<file path="src/rtl/load_store_unit.sv">
// Load/store unit: accepts decoder load/store requests, runs a req/ack word bus with byte
// enables and a wait-state timeout, stalls the core while busy, and formats load writeback.
module load_store_unit #(
   parameter int unsigned TIMEOUT = 16
) (
   input  logic        clk,
   input  logic        rst,
   input  logic        load_i,
   input  logic        store_i,
   input  logic [2:0]  sx_size,
   input  logic [31:0] addr,
   input  logic [31:0] wdata,
   input  logic [4:0]  rd_i,
   output logic        bus_req,
   output logic        bus_we,
   output logic [31:0] bus_addr,
   output logic [3:0]  bus_be,
   output logic [31:0] bus_wdata,
   input  logic [31:0] bus_rdata,
   input  logic        bus_ack,
   output logic        stall,
   output logic        delayed_load,
   output logic [4:0]  delayed_rd,
   output logic [31:0] load_data,
   output logic        misaligned,
   output logic        bus_err
);

   localparam int unsigned CntW = (TIMEOUT > 2) ? $clog2(TIMEOUT) : 1;
   localparam logic [CntW-1:0] CntMax = CntW'(TIMEOUT - 1);

   typedef enum logic [1:0] {StIdle, StWait, StWb} state_e;

   state_e state_q, state_d;
   logic [CntW-1:0] cnt_q, cnt_d;

   logic        bus_req_q, bus_req_d;
   logic        bus_we_q, bus_we_d;
   logic [31:0] bus_addr_q, bus_addr_d;
   logic [3:0]  bus_be_q, bus_be_d;
   logic [31:0] bus_wdata_q, bus_wdata_d;
   logic        delayed_load_q, delayed_load_d;
   logic [4:0]  delayed_rd_q, delayed_rd_d;
   logic [31:0] load_data_q, load_data_d;
   logic        misaligned_q, misaligned_d;
   logic        bus_err_q, bus_err_d;

   // Attributes of the outstanding access, needed to format the returned data.
   logic [1:0]  off_q, off_d;
   logic [2:0]  size_q, size_d;
   logic [4:0]  rd_q, rd_d;
   logic        is_load_q, is_load_d;

   logic        req;
   logic        is_word, is_half;
   logic        aligned;
   logic        can_accept;
   logic        accept;
   logic [3:0]  be_calc;
   logic [31:0] wdata_calc;
   logic [31:0] shifted;
   logic [31:0] fmt_data;

   // Request decode and alignment; codes 101-111 behave as word.
   always_comb begin
      req     = load_i | store_i;
      is_word = sx_size[2];
      is_half = ~sx_size[2] & sx_size[1];
      aligned = 1'b1;
      if (is_word && (addr[1:0] != 2'b00)) aligned = 1'b0;
      if (is_half && addr[0])              aligned = 1'b0;
      can_accept = (state_q == StIdle) || (state_q == StWb);
      accept     = can_accept & req & aligned;
      stall      = accept | (state_q == StWait);
   end

   always_comb begin
      if (is_word) begin
         be_calc    = 4'b1111;
         wdata_calc = wdata;
      end else if (is_half) begin
         be_calc    = addr[1] ? 4'b1100 : 4'b0011;
         wdata_calc = {2{wdata[15:0]}};
      end else begin
         be_calc    = 4'b0001 << addr[1:0];
         wdata_calc = {4{wdata[7:0]}};
      end
   end

   always_comb begin
      shifted = bus_rdata >> {off_q, 3'b000};
      case (size_q)
         3'b000:  fmt_data = {{24{shifted[7]}}, shifted[7:0]};
         3'b001:  fmt_data = {24'h0, shifted[7:0]};
         3'b010:  fmt_data = {{16{shifted[15]}}, shifted[15:0]};
         3'b011:  fmt_data = {16'h0, shifted[15:0]};
         default: fmt_data = bus_rdata;
      endcase
   end

   always_comb begin
      state_d        = state_q;
      cnt_d          = cnt_q;
      bus_req_d      = bus_req_q;
      bus_we_d       = bus_we_q;
      bus_addr_d     = bus_addr_q;
      bus_be_d       = bus_be_q;
      bus_wdata_d    = bus_wdata_q;
      delayed_load_d = 1'b0;
      delayed_rd_d   = delayed_rd_q;
      load_data_d    = load_data_q;
      misaligned_d   = 1'b0;
      bus_err_d      = 1'b0;
      off_d          = off_q;
      size_d         = size_q;
      rd_d           = rd_q;
      is_load_d      = is_load_q;

      case (state_q)
         StIdle, StWb: begin
            state_d      = StIdle;
            misaligned_d = req & ~aligned;
            if (accept) begin
               state_d     = StWait;
               cnt_d       = '0;
               bus_req_d   = 1'b1;
               bus_we_d    = ~load_i;
               bus_addr_d  = {addr[31:2], 2'b00};
               bus_be_d    = be_calc;
               bus_wdata_d = wdata_calc;
               off_d       = addr[1:0];
               size_d      = sx_size;
               rd_d        = rd_i;
               is_load_d   = load_i;
            end
         end
         StWait: begin
            if (bus_ack) begin
               bus_req_d = 1'b0;
               if (is_load_q) begin
                  load_data_d    = fmt_data;
                  delayed_rd_d   = rd_q;
                  delayed_load_d = 1'b1;
                  state_d        = StWb;
               end else begin
                  state_d = StIdle;
               end
            end else if (cnt_q == CntMax) begin
               bus_req_d = 1'b0;
               bus_err_d = 1'b1;
               state_d   = StIdle;
            end else begin
               cnt_d = cnt_q + CntW'(1);
            end
         end
         default: state_d = StIdle;
      endcase
   end

   always_ff @(posedge clk or negedge rst) begin
      if (!rst) begin
         state_q        <= StIdle;
         cnt_q          <= '0;
         bus_req_q      <= 1'b0;
         bus_we_q       <= 1'b0;
         bus_addr_q     <= '0;
         bus_be_q       <= '0;
         bus_wdata_q    <= '0;
         delayed_load_q <= 1'b0;
         delayed_rd_q   <= '0;
         load_data_q    <= '0;
         misaligned_q   <= 1'b0;
         bus_err_q      <= 1'b0;
         off_q          <= '0;
         size_q         <= '0;
         rd_q           <= '0;
         is_load_q      <= 1'b0;
      end else begin
         state_q        <= state_d;
         cnt_q          <= cnt_d;
         bus_req_q      <= bus_req_d;
         bus_we_q       <= bus_we_d;
         bus_addr_q     <= bus_addr_d;
         bus_be_q       <= bus_be_d;
         bus_wdata_q    <= bus_wdata_d;
         delayed_load_q <= delayed_load_d;
         delayed_rd_q   <= delayed_rd_d;
         load_data_q    <= load_data_d;
         misaligned_q   <= misaligned_d;
         bus_err_q      <= bus_err_d;
         off_q          <= off_d;
         size_q         <= size_d;
         rd_q           <= rd_d;
         is_load_q      <= is_load_d;
      end
   end

   assign bus_req      = bus_req_q;
   assign bus_we       = bus_we_q;
   assign bus_addr     = bus_addr_q;
   assign bus_be       = bus_be_q;
   assign bus_wdata    = bus_wdata_q;
   assign delayed_load = delayed_load_q;
   assign delayed_rd   = delayed_rd_q;
   assign load_data    = load_data_q;
   assign misaligned   = misaligned_q;
   assign bus_err      = bus_err_q;

endmodule

</file>
<file path="config.mk">
export PLATFORM = sky130hd
export DESIGN_NAME = load_store_unit
export DESIGN_NICKNAME = d
export VERILOG_FILES = /design/src/rtl/load_store_unit.sv
export SDC_FILE = /design/constraint.sdc
export NUM_CORES = 1
export LEC_CHECK = 0
export ABC_AREA = 1
export CORE_AREA = 2 2 146 148
export DETAILED_ROUTE_END_ITERATION = 16
export DIE_AREA = 0 0 148 150
export SLEW_MARGIN = 20
export SYNTH_ARGS = -nofsm -noshare
export SYNTH_HDL_FRONTEND = slang
export SYNTH_SLANG_ARGS = --single-unit
</file>
<file path="constraint.sdc">
create_clock -name clk -period 1.7 [get_ports clk]
set_input_delay 0.34 -clock clk [delete_from_list [all_inputs] [get_ports clk]]
set_output_delay 0.34 -clock clk [all_outputs]
set_load 0.05 [all_outputs]
</file>
==> impl_metrics.csv <==
group,metric,value,unit
outcome,status,"completed",
logic_synthesis,synth_cells,805,
power,power.share.clock,0.209,
drt,totalWireLength,18.31,mm
drt,wl_per_cell,13.74,um
global_route,grt_usage,0.1674,
run,cap_violations,0,
cells_and_area,utilization,0.4395,
clock_network,htreeDepth,4,
die,num_io_pins,220,
die,die_w,148,um
timing,finalHoldViolCount,0,
setup_path,startpoint_type,"input pin",
drt,route.detailed.drc,0,
timing,fmax,0.6043,GHz
logic_synthesis,yosysMostFrequentCell,"nand2_1",
logic_synthesis,ys_ff_latch,125,
clock_network,cts_tree,"done",
timing,tns,0,ns
clock_network,clock-root-buffer,"clkbuf_16",
placement,place.gp.congestion,0.8177,
timing,slew_violations,0,
power,seqPwrFrac,0.290,
drt,dr.pass1.iters,5,
power,p_leak,4.835,nW
cells_and_area,nets,1155,
logic_synthesis,synth-edff-count,0,
drt,viasPerCell,4.367,
placement,dpl.hpwl,13.54,mm
timing,skew,0.009469,ns
cells_and_area,drive_above_1_share,0.2146,
worst_hold_path,min_path_type,"input pin to async pin",
drt,vias,5821,
die,core,20690,sq um
setup_path,required,1.36,ns
logic_synthesis,syn_area,6098,sq um
logic_synthesis,netlist_top_cells_area,"dfrtp_1 51%, nand2_1 22%, nand3_1 5.3%",
setup_path,cp_max_fo,2,
power,switchingPower,0.007615,W
global_route,grt_pass1_wl,29.24,mm
cells_and_area,stdcell_area,9094,sq um
clock_network,clk_pin_slew,0.06,ns
cells_and_area,n_antenna_cell,0,
die,dieArea,22200,sq um
global_route,grt_pass1_vias,5542,
logic_synthesis,synthDominantCellAreaShare,0.5129,
timing,setup_viol,0,
timing,layout_min_cycle_time,1.655,ns
cells_and_area,area_growth,49.12,%
die,start_util,0.2948,
clock_network,clock_sinks,125,
timing,rsz0062_at_grt,"yes",
logic_synthesis,yosys.cell_types.count,30,
power,vdd_ir_drop_max,0.0006531,V
logic_synthesis,ys_seq_area_frac,0.5129,
global_route,antenna_found_initial,1,
logic_synthesis,avgSynthCellArea,7.576,sq um
logic_synthesis,async_reset_ff_frac,1.000,
clock_network,clk_path_buf_depth,2,
logic_synthesis,yosys.area.top_type,"dfrtp_1",
timing,period_share,0.9735,
power,p_int,0.008606,W
drt,dr.first_iter.drc_count,253,
logic_synthesis,yosysWarningCount,0,
clock_network,clk_latency,0.42,ns
drt,antenna_left,0,
logic_synthesis,synth_common_cells,"359 x nand2_1, 125 x dfrtp_1, 68 x inv_1",
power,power.share.switching,0.4694,
die,die_h,150,um
setup_path,cp.arrival,1.31,ns
global_route,grt_remaining_overflow,0,
setup_path,endpoint_kind,"output port",
logic_synthesis,synthFlopType,"dfrtp_1",
timing,holdWs,0.3657,ns
setup_path,reg2reg_slack,0.17,ns
clock_network,cts_buffers,17,
setup_path,crit_type,"input pin to output port",
power,p_comb_frac,0.501,
global_route,grt_max_degree,41,
power,p_per_area,1784,nW/um^2
placement,dpl_cell_area,8473,sq um
die,rows,53,
placement,port_buffers,217,
flip-flops by register name, indices dropped and copies added, names as in the netlist, 3 cells and up:
register    flops
bus_addr       30
bus_be          4
bus_wdata      32
cnt_q           4
delayed_rd      5
load_data      32
rd_q            5
size_q          3
critical path: stages:
cell and delay (ns):
clkdlybuf4s50_1 0.48, o21ai_4 0.20, nand2_4 0.08, nand2_4 0.07
buf_8 0.14
layout make-up:
cell class                      count  area, sq um
Sequential cell                   125         3129
Fill cell                        2158        11600
Timing Repair Buffer              260         2305
Multi-Input combinational cell    566         2476
Clock buffer                       21        470.5
Inverter                           75        285.3
Tap cell                          275        344.1
Clock inverter                     11        83.83
power by group through the flow:
stage | clock network, W | registers (W) | logic [W]
after detailed placement | 0 | 0.00473 | 0.00816
after global routing | 0.00364 | 0.00483 | 0.00872
after global placement | 0 | 0.00473 | 0.00810
after floorplan | 0 | 0.00797 | 0.00216
final | 0.00339 | 0.00470 | 0.00813
after CTS | 0.00350 | 0.00471 | 0.00821
cells in the final DEF, fill, tap and decap left out, types with 2 or more instances in the layout:
cell type,n
nand2_1,357
buf_4,144
dfrtp_1,124
clkdlybuf4s50_1,104
inv_1,67
nand3_1,64
nor2_1,41
o21ai_0,34
a21oi_1,17
clkbuf_16,17
or2_2,16
buf_12,6
inv_2,5
nand3_2,5
nand2_2,5
o21ai_1,5
nor3_1,4
clkinvlp_4,4
inv_6,4
clkinv_2,3
nand2_4,3
clkbuf_8,3
dlygate4sd2_1,3
nor2_4,2
nor2_2,2
o21a_1,2
conb_1,2
cells by family after synthesis:
group / after synthesis / synth area share
other: 1 / 0.0006149
and+or+nand+nor: 502 / 0.3465
AOI/OAI and AO/OA: 60 / 0.05109
adders and majority gates: 1 / 0.002051
DFF: 125 / 0.5129
xor gates and xnor gates: 1 / 0.001436
buffers and inverters: 115 / 0.08535
final timing paths:
path / start / endpoint / cells past startpoint
setup reg to reg: state_q[0]$_DFFE_PN0P_ / load_data[31]$_DFFE_PN0N_ / 8
setup / recovery: addr[1] / stall / 5
hold / removal: rst / load_data[10]$_DFFE_PN0N_ / 2
min in group clk: load_i / misaligned$_DFF_PN0_ / 3
max in group asynchronous: rst / load_data[19]$_DFFE_PN0N_ / 3
hold reg to reg: rd_q[4]$_DFFE_PN0P_ / delayed_rd[4]$_DFFE_PN0N_ / 2
metal layers:
layer / global-route usage / vias to the layer above / wire length (um) / share of wire
met5: 0 / - / 0 / 0
met4: 0.05810 / 0 / 369 / 0.020
met3: 0.05915 / 31 / 1670 / 0.091
met2: 0.2498 / 215 / 8025 / 0.44
met1: 0.2251 / 2629 / 8249 / 0.45
li1: - / 2946 / - / -
stage by stage:
stage	std cells	power [W]	setup WS, ns
floorplan	806	0.01012	0.07847
finish	1333	0.01622	0.04511
global placement	1296	0.01283	-0.1223
global route	1333	0.01719	-0.02449
CTS	1333	0.01642	0.007703
detailed placement	1296	0.01289	-0.1336
repair_timing:
item                                   4_1_cts  5_1_grt
setup endpoints to repair                    1        9
pin swaps                                    2        0
resized for setup                            9        4
endpoints found under the hold margin       21        0
setup buffers                                4        0
hold buffers                                 1        0
(Power assumes the default switching activity.)
